## config.mk

```make
export PLATFORM = sky130hd
export DESIGN_NAME = if_prefetch_unit
export DESIGN_NICKNAME = d
export VERILOG_FILES = /design/src/rtl/if_prefetch_unit_pkg.sv /design/src/rtl/if_prefetch_unit_fifo_sync.sv /design/src/rtl/if_prefetch_unit.sv
export SDC_FILE = /design/constraint.sdc
export NUM_CORES = 1
export LEC_CHECK = 0
export ABC_AREA = 1
export CAP_MARGIN = 40
export CORE_MARGIN = 3
export CORE_UTILIZATION = 25
export CTS_BUF_LIST = sky130_fd_sc_hd__clkbuf_16
export DETAILED_ROUTE_END_ITERATION = 6
export PLACE_DENSITY = 0.53
export SYNTH_ARGS = -nofsm -noshare
export SYNTH_HDL_FRONTEND = slang
export SYNTH_HIERARCHICAL = 1
export SYNTH_SLANG_ARGS = --single-unit
```

## constraint.sdc

```tcl
create_clock -name i_clk -period 12.4 [get_ports i_clk]
set_input_delay 1.24 -clock i_clk [delete_from_list [all_inputs] [get_ports i_clk]]
set_output_delay 1.24 -clock i_clk [all_outputs]
set_load 0.1 [all_outputs]
```

## src/rtl/if_prefetch_unit_pkg.sv

```systemverilog
// Shared types for the instruction-fetch prefetch unit.
// Optional macro IF_PREFETCH_BYPASS_EN (see if_prefetch_unit.sv) does not change this package.
package if_prefetch_unit_pkg;

    localparam int RV_XLEN      = 32;
    localparam int FETCH_STRIDE = 4;

    typedef logic [RV_XLEN-1:0] rv32i_word;

    typedef enum logic [1:0] {
        IF_IDLE,
        IF_REQ,
        IF_DISCARD
    } if_state_t;

    typedef struct packed {
        rv32i_word pc;
        rv32i_word instr;
    } fq_entry_t;

endpackage

```

## src/rtl/if_prefetch_unit_fifo_sync.sv

```systemverilog
// Synchronous circular FIFO with flush; head entry is always visible on o_rdata.
// Pointers wrap naturally because DEPTH is a power of two.
module fifo_sync #(
    parameter int WIDTH = 64,
    parameter int DEPTH = 4,
    localparam int AW   = $clog2(DEPTH),
    localparam int CW   = $clog2(DEPTH + 1)
) (
    input  logic             i_clk,
    input  logic             i_rst,
    input  logic             i_push,
    input  logic             i_pop,
    input  logic             i_flush,
    input  logic [WIDTH-1:0] i_wdata,
    output logic [WIDTH-1:0] o_rdata,
    output logic             o_full,
    output logic             o_empty,
    output logic [CW-1:0]    o_count
);

    logic [WIDTH-1:0] r_mem [DEPTH];
    logic [AW-1:0]    r_head;
    logic [AW-1:0]    r_tail;
    logic [CW-1:0]    r_count;
    logic             w_do_push;
    logic             w_do_pop;

    assign o_count = r_count;
    assign o_empty = (r_count == '0);
    assign o_full  = (r_count == CW'(DEPTH));
    assign o_rdata = r_mem[r_head];

    // A pop frees the slot in the same cycle, so push is legal when full if popping.
    assign w_do_pop  = i_pop && !o_empty;
    assign w_do_push = i_push && (!o_full || w_do_pop);

    // Pointer and occupancy update; flush and reset both empty the queue.
    always_ff @(posedge i_clk) begin
        if (i_rst || i_flush) begin
            r_head  <= '0;
            r_tail  <= '0;
            r_count <= '0;
        end else begin
            if (w_do_push) r_tail <= r_tail + AW'(1);
            if (w_do_pop)  r_head <= r_head + AW'(1);
            r_count <= r_count + CW'(w_do_push) - CW'(w_do_pop);
        end
    end

    // Storage array; contents need no reset since occupancy gates visibility.
    always_ff @(posedge i_clk) begin
        if (w_do_push && !i_flush && !i_rst) r_mem[r_tail] <= i_wdata;
    end

endmodule

```

## src/rtl/if_prefetch_unit.sv

```systemverilog
// Instruction-fetch front end: owns the fetch PC, issues single-outstanding
// I-cache reads, buffers {pc, instr} in a DEPTH-entry queue, serves IF/ID.
// Queue space is reserved at issue time so a response can never overflow.
// Define IF_PREFETCH_BYPASS_EN to forward a response straight to fq_* when
// the queue is empty (zero-cycle resp-to-ID latency).
module if_prefetch_unit
    import if_prefetch_unit_pkg::*;
#(
    parameter int             DEPTH    = 4,
    parameter int             XLEN     = 32,
    parameter logic [XLEN-1:0] RESET_PC = XLEN'(32'h4000_0000)
) (
    input  logic            i_clk,
    input  logic            i_rst,
    input  logic            i_redirect,
    input  logic [XLEN-1:0] i_redirect_pc,
    output logic            o_instr_read,
    output logic [XLEN-1:0] o_instr_mem_address,
    input  logic [XLEN-1:0] i_instr_mem_rdata,
    input  logic            i_instr_mem_resp,
    output logic            o_fq_valid,
    output logic [XLEN-1:0] o_fq_pc,
    output logic [XLEN-1:0] o_fq_instr,
    input  logic            i_id_ready
);

    localparam int CW = $clog2(DEPTH + 1);
    localparam int EW = 2 * XLEN;   // one {pc, instr} entry, same layout as fq_entry_t

    if_state_t       r_state, w_state_nxt;
    logic [XLEN-1:0] r_fetch_pc, w_fetch_pc_nxt;
    logic [XLEN-1:0] r_addr, w_addr_nxt;
    logic            r_read, w_read_nxt;

    logic [XLEN-1:0] w_redirect_tgt;
    logic [XLEN-1:0] w_pc_inc;
    logic            w_resp_ok;
    logic            w_pop_req;
    logic            w_push;
    logic            w_pop;
    logic            w_full;
    logic            w_empty;
    logic [CW-1:0]   w_count;
    logic [CW:0]     w_occ_nxt;
    logic            w_space;
    logic [EW-1:0]   w_head;

    assign w_redirect_tgt = {i_redirect_pc[XLEN-1:2], 2'b00};
    assign w_pc_inc       = r_fetch_pc + XLEN'(FETCH_STRIDE);

    // A response is only useful in REQ with no redirect racing it.
    assign w_resp_ok = (r_state == IF_REQ) && i_instr_mem_resp && !i_redirect;
    // Redirect wins over a same-cycle pop.
    assign w_pop_req = o_fq_valid && i_id_ready && !i_redirect;

`ifdef IF_PREFETCH_BYPASS_EN
    logic w_bypass;
    // Empty queue: show the arriving response directly; skip the write if taken now.
    assign w_bypass            = w_resp_ok && w_empty;
    assign o_fq_valid          = !w_empty || w_bypass;
    assign o_fq_pc             = w_bypass ? r_fetch_pc : w_head[EW-1:XLEN];
    assign o_fq_instr          = w_bypass ? i_instr_mem_rdata : w_head[XLEN-1:0];
    assign w_push              = w_resp_ok && !(w_bypass && i_id_ready);
    assign w_pop               = w_pop_req && !w_empty;
`else
    assign o_fq_valid          = !w_empty;
    assign o_fq_pc             = w_head[EW-1:XLEN];
    assign o_fq_instr          = w_head[XLEN-1:0];
    assign w_push              = w_resp_ok;
    assign w_pop               = w_pop_req;
`endif

    // Occupancy after this cycle's push/pop; a new read may issue only if a slot remains.
    assign w_occ_nxt = {1'b0, w_count} + (CW+1)'(w_push) - (CW+1)'(w_pop);
    assign w_space   = (w_occ_nxt < (CW+1)'(DEPTH)) && !(w_full && !w_pop);

    assign o_instr_read        = r_read;
    assign o_instr_mem_address = r_addr;

    fifo_sync #(
        .WIDTH (EW),
        .DEPTH (DEPTH)
    ) u_fifo (
        .i_clk   (i_clk),
        .i_rst   (i_rst),
        .i_push  (w_push),
        .i_pop   (w_pop),
        .i_flush (i_redirect),
        .i_wdata ({r_fetch_pc, i_instr_mem_rdata}),
        .o_rdata (w_head),
        .o_full  (w_full),
        .o_empty (w_empty),
        .o_count (w_count)
    );

    // FSM state, fetch PC and registered bus request.
    always_ff @(posedge i_clk) begin
        if (i_rst) begin
            r_state    <= IF_IDLE;
            r_fetch_pc <= RESET_PC;
            r_addr     <= RESET_PC;
            r_read     <= 1'b0;
        end else begin
            r_state    <= w_state_nxt;
            r_fetch_pc <= w_fetch_pc_nxt;
            r_addr     <= w_addr_nxt;
            r_read     <= w_read_nxt;
        end
    end

    // Next-state: issue, back-to-back reissue, and redirect/discard handling.
    always_comb begin
        w_state_nxt    = r_state;
        w_fetch_pc_nxt = r_fetch_pc;
        w_addr_nxt     = r_addr;
        w_read_nxt     = r_read;
        unique case (r_state)
            IF_IDLE: begin
                if (i_redirect) begin
                    w_fetch_pc_nxt = w_redirect_tgt;
                end else if (w_space) begin
                    w_state_nxt = IF_REQ;
                    w_read_nxt  = 1'b1;
                    w_addr_nxt  = r_fetch_pc;
                end
            end
            IF_REQ: begin
                if (i_instr_mem_resp) begin
                    if (i_redirect) begin
                        // Data belongs to the old path: drop it.
                        w_fetch_pc_nxt = w_redirect_tgt;
                        w_state_nxt    = IF_IDLE;
                        w_read_nxt     = 1'b0;
                    end else begin
                        w_fetch_pc_nxt = w_pc_inc;
                        if (w_space) begin
                            w_addr_nxt = w_pc_inc;
                        end else begin
                            w_state_nxt = IF_IDLE;
                            w_read_nxt  = 1'b0;
                        end
                    end
                end else if (i_redirect) begin
                    // Old address stays on the bus until its response arrives.
                    w_state_nxt    = IF_DISCARD;
                    w_fetch_pc_nxt = w_redirect_tgt;
                end
            end
            IF_DISCARD: begin
                if (i_redirect) w_fetch_pc_nxt = w_redirect_tgt;
                if (i_instr_mem_resp) begin
                    w_state_nxt = IF_IDLE;
                    w_read_nxt  = 1'b0;
                end
            end
            default: begin
                w_state_nxt = IF_IDLE;
                w_read_nxt  = 1'b0;
            end
        endcase
    end

endmodule

```

======== After elaboration in Yosys (flattened, before gate mapping) ========
Memory sizes are Yosys's and may differ from the RTL's. A register that Yosys moved wholly into a read port is not among the register bits.
Index checks and enable logic that the tools add are counted.
Widths: inputs -> output; s select.
word-level totals
  RAM bits ................................ 256
  bits in latches ......................... 0
  logic and storage cells ................. 82
  register bits after elaboration ......... 74
  memories ................................ 1
  input port bits ......................... 69
  ROM bits ................................ 0
memory list
  name          words  width  read ports  clocked after memory_dff  write ports  line                              source
  u_fifo.r_mem  4      64     1           1                         1            if_prefetch_unit_fifo_sync.sv:21  logic [WIDTH-1:0] r_mem [DEPTH];
operators by class
  magnitude comparators ................... 1
  $mul .................................... 0
  add/sub/neg operators ................... 7
  shifts and indexed selects .............. 0
  mux-type cells .......................... 29
  reductions and logical operators ........ 26
  divide/modulo/power cells ............... 0
  equality and inequality tests ........... 11
  bitwise gates (word level) .............. 0
operator list
  cell                   count
  $mux 32                8
  $pmux 32 s2            2
  $add 32x3->32 const B  1
  $mux 2                 9
  $ne 2x2->1 const B     6
  $logic_and 1x1->1      10
  $reduce_and 5->1       2
  $mux 1                 8
  $logic_not 1->1        6
  $ne 3x3->1 const B     2
  $pmux 2 s3             1
  $reduce_and 6->1       1
  $add 2x1->2 const B    2
  $add 3x1->4            1
  $lt 4x3->1 const B     1
  $reduce_bool 2->1      2
  $sub 4x1->4            1
  $add 3x1->3            1
  $eq 3x3->1 const B     1
  $logic_not 3->1        1
  $pmux 1 s3             1
  $sub 3x1->3            1
  $eq 2x1->1 const B     1
  $eq 2x2->1 const B     1
  3 further kinds        4

======== Longest topological paths before layout ========
Gate-level depths: netlist (run 1).
  depth in word-level cells ............... 12
  mapped depth ............................ 23
  depth with buffers taken out ............ 22

======== Hierarchy ========
Netlist (run 1), hierarchy kept.
modules (own cells, without submodules)
  module            sequential area each (um2)  cells each  instances  area each (um2)
  fifo_sync         7,867.5                     691         1          9,998.3
  if_prefetch_unit  1,341.3                     644         1          4,107.7

======== Worst setup path after synthesis (run 1) ========
Ideal clock, no wire load.
  path type ............................... input -> register
  from .................................... in i_redirect
  to ...................................... mem u_fifo.r_mem[0][0], enable pin
  path buffers ............................ 1
  path slack .............................. 7,062 ps
  setup time .............................. 486 ps
  cell stages on the path ................. 8
  arrival ................................. 4,852 ps
  cell sequence ........................... inv_2 nand2_2 nor2_4 buf_1 nand2_1 inv_1 nand2_1 nor2_1
RTL lines
  element                          line                              source
  start: declaration               if_prefetch_unit.sv:15            input logic i_redirect,
  $logic_not 1->1                  if_prefetch_unit.sv:52            assign w_resp_ok = (r_state == IF_REQ) && i_instr_mem_resp && !i_redirect;
  $logic_and 1x1->1                if_prefetch_unit.sv:52
  net w_push                       if_prefetch_unit.sv:39            logic w_push;
  $logic_and 1x1->1                if_prefetch_unit_fifo_sync.sv:35  assign w_do_push = i_push && (!o_full || w_do_pop);
  $logic_and 1x1->1 (2 in series)  if_prefetch_unit_fifo_sync.sv:52  if (w_do_push && !i_flush && !i_rst) r_mem[r_tail] <= i_wdata;
  $mux 1                           if_prefetch_unit_fifo_sync.sv:52
  $mux 1 (not written as such)     if_prefetch_unit_fifo_sync.sv:52
  end: declaration                 if_prefetch_unit_fifo_sync.sv:21
The timed path passes the listed nets, and every way through them passes these cells.

==> flow_summary_export.csv, run 1 <==
group,metric,value,unit
run_status,outcome,"finished clean",
critical_path,cp-end-kind,"primary output",
synth,syn_area,14100,µm²
global_routing,grt_pass1_wl,63100,µm
synth,async_flop_share,0,%
clocking,cts-resized-gates,0,
synth,yosysSeqAreaShare,65.3,%
final_layout,fin_util,35.4,%
critical_path,cpPeakStageDelay,620,ps
run,maxCapViolations,0,
floorplan,die_w,244,µm
synth,synth-edff-count,256,
critical_path,critPathMaxFanout,65,
critical_path,cp_data_required_time,11160,ps
sta,max-slew-margin-rel,46.8,%
sta,skew,15.6,ps
pwr,vdd_drop_max,0.0891,mV
sta,fmax,205,MHz
global_routing,overflow,0,
synth,synth_warnings,6,
floorplan,core_area,55400,µm²
floorplan,initial_core_util,25.5,%
sta,post-route-period-util,39.4,%
critical_path,crit_path_cell_trace,"buf_4 > inv_2 > buf_4 > o21ai_1 > o22ai_1 > clkdlybuf4s50_1 > buf_8",
worst_hold_path,hold_class,"reg2reg",
floorplan,std_cell_rows,86,
synth,synth.distinct_cells,42,
drt,vias,10700,
drt,vias_per_cell,4.55,
clocking,cts_max_path_buffers,3,
critical_path,r2r_start,"r_state[0]",
drt,drt-total-wl,40400,µm
synth,synthCells,1335,
global_routing,grt_antenna_before_repair,0,
drt,wl_per_cell,17.1,µm
synth,syn_nets,1414,
sta,hold_viol,0,
drt,ant_nets,0,
sta,setup_tns,0,ps
worst_hold_path,hold_start,"o_instr_read",
critical_path,worstSetupPathType,"reg2out",
critical_path,crit_buf_inv,5,
sta,rsz0062_at_grt,"false",
floorplan,die_area,59300,µm²
critical_path,startpoint_type,"flip-flop",
clocking,clk_pin_slew,60,ps
critical_path,cp_top_family,"buffers and inverters",
placement,io_buffers,164,
final_layout,layout-drive-gt1-share,12.2,%
clocking,cts_tree,"built",
critical_path,critical-path-slowest-cell,"clkdlybuf4s50_1",
pwr,total_power,0.00262,W
drt,drtIter0Drc,757,
clocking,htree_levels,2,
final_layout,multi_input_area,4200,µm²
sta,tightest_slew,798,ps
synth,synth_seq_cells,332,
placement,place_congestion,0.835,
clocking,cts-hold-fix-buffers,0,
synth,synthFlopType,"edfxtp_1",
global_routing,track_usage,13.5,%
sta,drv_slew,0,
final_layout,nNetsFinal,1662,
clocking,clock-sinks,332,
placement,hpwl,26400,µm
critical_path,cpMostUsedCell,"buf_4",
drt,drtPass1Iterations,5,
pwr,powerDensity,133,nW/µm²
sta,fin_crit,4880,ps
floorplan,io_pins,167,
final_layout,regArea,9210,µm²
final_layout,fill_cells,5395,
clocking,clock_latency,540,ps
critical_path,arrival,3640,ps
synth,avgSynthCellArea,10.6,µm²
drt,drc,0,
sta,setup_viol,0,
pwr,leakagePower,6.90,nW
clocking,cts_buffers,36,
final_layout,area.growth.synth_to_final,39.1,%
clocking,root_buffer,"clkbuf_16",
clocking,postCtsSetupBuffers,0,
global_routing,grt_pass1_vias,10700,
global_routing,grt_max_degree,72,
floorplan,die_h,244,µm
[through the flow]
stage	instance area, µm²	instances	worst slack, ps	hold slack [ps]
after floorplan	14100	1335	7060	468
after global placement	16400	2189	7580	471
after detailed placement	18400	2293	7730	453
after CTS	19600	2359	7400	474
after global routing	19600	2359	7310	498
final	19600	2360	7520	470
[power breakdown]
part | internal [W] | total, W | switching (W) | leakage, nW
clock network | 0.000648 | 0.00109 | 0.000437 | 0.623
registers | 0.00122 | 0.00125 | 0.0000277 | 2.94
logic | 0.000105 | 0.000284 | 0.000179 | 3.34
total | 0.00197 | 0.00262 | 0.000644 | 6.90
[cells by family after synthesis]
logic type | Yosys count | synth area share (%)
adder cells (fa/ha/maj) | 10 | 0.940
multiplexers | 2 | 0.142
AO/OA/AOI/OAI | 356 | 13.8
buffers and inverters | 149 | 5.19
flip-flops | 332 | 65.3
XOR/XNOR | 24 | 1.49
AND/OR/NAND/NOR | 462 | 13.1
[registers in the layout, summed over array words and instances (netlist names), named ones only]
register             cells
o_instr_mem_address     32
o_instr_read             1
r_fetch_pc              32
r_state                  2
u_fifo/o_count           3
u_fifo/r_head            2
u_fifo/r_mem           256
u_fifo/r_tail            2
[worst paths after layout]
path / to / slack (ps) / cells after the start
min reg2reg: o_instr_read / 470 / 2
max reg2reg: u_fifo/r_mem[3][23] / 8810 / 8
min: o_instr_read / 470 / 2
max: o_fq_pc[18] / 7520 / 7
[layer usage]
metal	GRT usage (%)	routed length (µm)	up-vias
li1	-	-	5224
met1	18.7	18800	5154
met2	21.8	18700	313
met3	2.54	2160	47
met4	3.48	777	0
met5	0	0	-
[synthesized netlist by cell type (all sizes together) (2+ instances only)]
cell type,n,share of area (%)
a211oi,3,0.16
o211ai,10,0.53
clkinv,2,0.053
nand3,29,1.1
o21ai,207,7.3
nor2,238,6.5
edfxtp,256,54
mux2i,2,0.14
a22oi,5,0.27
a21oi,50,1.8
o22ai,70,3.1
buf,34,2.1
a31oi,5,0.22
nor3,17,0.60
inv,75,2.0
clkbuf,38,1.0
nand4,5,0.22
dfxtp,76,11
nand2,169,4.6
ha,9,0.80
a221oi,3,0.19
xor2,24,1.5
[worst min-delay path, cell delays in order (launching register included)]
cell and delay, ps:
dfxtp_1 310, nand2_1 60, a21oi_1 50
[cells in the final DEF (no fill, tap or decap), types with 6 or more instances in the layout]
cell type	count
buf_8	66
a21oi_1	48
nor2_4	6
buf_4	14
o21ai_0	128
xor2_1	24
o22ai_1	70
clkinv_1	6
inv_1	79
nor2_1	229
o211ai_1	10
edfxtp_1	256
nand3_1	28
nor3_1	17
clkdlybuf4s50_1	164
dfxtp_1	74
o21ai_1	79
nand2_1	164
buf_16	37
ha_1	9
clkbuf_16	37
[cell type report]
type / instances / area share, %
clock inverters: 29 / 1.38
multi-input cells: 854 / 21.4
flip-flops and latches: 332 / 47.0
repair buffers: 282 / 19.3
well taps: 748 / 4.77
diodes: 1 / 0.0128
clock buffers: 37 / 4.72
inverters: 77 / 1.49
(Power assumes the default switching activity.)
==> run 2: changes to the inputs <==
- clock period: 12.4 -> 4.5 ns (I/O delays scaled with it)
==> run 2 against run 1 <==
  * Via count decreased by 2.4%
  * Die area is the same
  * Critical endpoint is now o_instr_mem_address[25]
  * Wire length fell by 0.71%
==> flow_summary_export.csv, run 2 (synthesis gave the netlist of run 1 again) <==
group,metric,value,unit
run_status,outcome,"finished clean",
sta,max-slew-margin-rel,40.9,%
clocking,clock_latency,540,ps
sta,fin_crit,3580,ps
clocking,cts-hold-fix-buffers,0,
global_routing,grt_antenna_before_repair,0,
pwr,leakagePower,6.31,nW
drt,drtIter0Drc,667,
sta,post-route-period-util,79.5,%
sta,hold_viol,0,
run,maxCapViolations,0,
final_layout,nNetsFinal,1601,
drt,drtPass1Iterations,5,
placement,hpwl,25900,µm
floorplan,core_area,55400,µm²
clocking,cts_tree,"built",
global_routing,track_usage,13.2,%
final_layout,design_area,18100,µm²
sta,drv_slew,0,
final_layout,layout-drive-gt1-share,13.0,%
drt,vias_per_cell,4.56,
sta,fmax,279,MHz
pwr,total_power,0.00712,W
critical_path,startpoint_type,"flip-flop",
critical_path,cp-end-kind,"flip-flop",
critical_path,r2r_end,"o_instr_mem_address[25]",
clocking,cts-resized-gates,0,
clocking,htree_levels,2,
final_layout,area.growth.synth_to_final,28.5,%
drt,vias,10500,
final_layout,largest_reg_flops,256,
worst_hold_path,hold_start,"o_instr_read",
critical_path,r2r_slack,920,ps
clocking,clock-sinks,332,
worst_hold_path,hold_class,"reg2reg",
floorplan,io_pins,167,
placement,place_area,16900,µm²
worst_hold_path,min_path_cells,2,
final_layout,diodes,0,
critical_path,cp_data_required_time,4930,ps
final_layout,layout_common_cells,"256 x edfxtp_1, 229 x nor2_1, 164 x nand2_1, 128 x o21ai_0, 100 x clkdlybuf4s50_1",
critical_path,arrival,4010,ps
pwr,powerDensity,393,nW/µm²
global_routing,grt_pass1_vias,10200,
clocking,cts_max_path_buffers,3,
drt,wl_per_cell,17.4,µm
critical_path,reg2reg_depth,20,
sta,tightest_slew,886,ps
floorplan,die_area,59300,µm²
critical_path,worstSetupPathType,"reg2reg",
final_layout,top_register,"u_fifo/r_mem",
sta,setup_tns,0,ps
placement,io_buffers,164,
clocking,postCtsSetupBuffers,0,
global_routing,grt_pass1_wl,61200,µm
drt,drc,0,
floorplan,initial_core_util,25.5,%
floorplan,die_h,244,µm
placement,place_congestion,0.845,
clocking,cts_buffers,37,
placement,post-place-cells,2231,
clocking,root_buffer,"clkbuf_16",
floorplan,std_cell_rows,86,
sta,rsz0062_at_grt,"false",
worst_hold_path,hold_end,"o_instr_read",
pwr,vdd_drop_max,0.223,mV
global_routing,overflow,0,
final_layout,final_common_cell,"edfxtp_1",
sta,skew,13.3,ps
drt,drt-total-wl,40100,µm
critical_path,r2r_start,"u_fifo/o_count[1]",
clocking,clk_pin_slew,60,ps
critical_path,critPathMaxFanout,27,
floorplan,die_w,244,µm
drt,ant_nets,0,
final_layout,final_cell_count_no_fill,2299,
global_routing,grt_max_degree,71,
sta,setup_viol,0,
run 2: cell type report:
cell class,instances,area (µm²)
multi-input cells,854,4200
clock buffers,40,1000
well taps,748,936
flip-flops and latches,332,9210
repair buffers,220,2290
inverters,77,292
fillers,5559,37300
clock inverters,28,190
run 2: power by group:
group / internal [W] / switching [W]
logic: 0.000272 / 0.000494
registers: 0.00336 / 0.0000777
clock network: 0.00172 / 0.00120
run 2: metrics by stage:
step / hold WS [ps] / util, % / worst slack, ps
after global placement: 474 / 29.4 / 793
final: 469 / 32.7 / 922
after global routing: 503 / 32.7 / 460
after CTS: 478 / 32.7 / 942
after detailed placement: 460 / 30.5 / 762
after floorplan: 468 / - / -642
run 2: routing by layer:
layer	GRT usage (%)	share of wire, %
met3	3.37	7.3
met1	18.4	46
met2	20.9	45
met4	2.64	1.5
met5	0	0
run 2: how the worst max path moves through the flow:
stage / from / end / slack (ps) / depth (start not counted)
2_1_floorplan: u_fifo/o_count[1] / u_fifo/r_mem[0][0] / -640 / 12
3_3_place_gp: i_id_ready / o_instr_mem_address[30] / 790 / 17
3_5_place_dp: i_id_ready / o_instr_mem_address[21] / 760 / 17
4_1_cts: u_fifo/o_count[1] / o_instr_mem_address[22] / 940 / 20
5_1_grt: u_fifo/o_count[1] / o_instr_mem_address[12] / 460 / 20
6_report: u_fifo/o_count[1] / o_instr_mem_address[25] / 920 / 20
run 2: worst max-delay path: stages, from the launching register on:
cell and delay [ps]:
dfxtp_1 420, nor2_1 90, nand2_1 140, inv_1 60
inv_1 60, nand2_1 50, nor2_1 320, ha_1 220
inv_1 40, ha_1 280, inv_1 40, nor2_1 90
nand3_1 100, nand3_1 90, nand2_1 90, nor2_4 110
nand4_1 160, nand2_2 490, inv_2 330, nor2_1 200
nor2_1 50
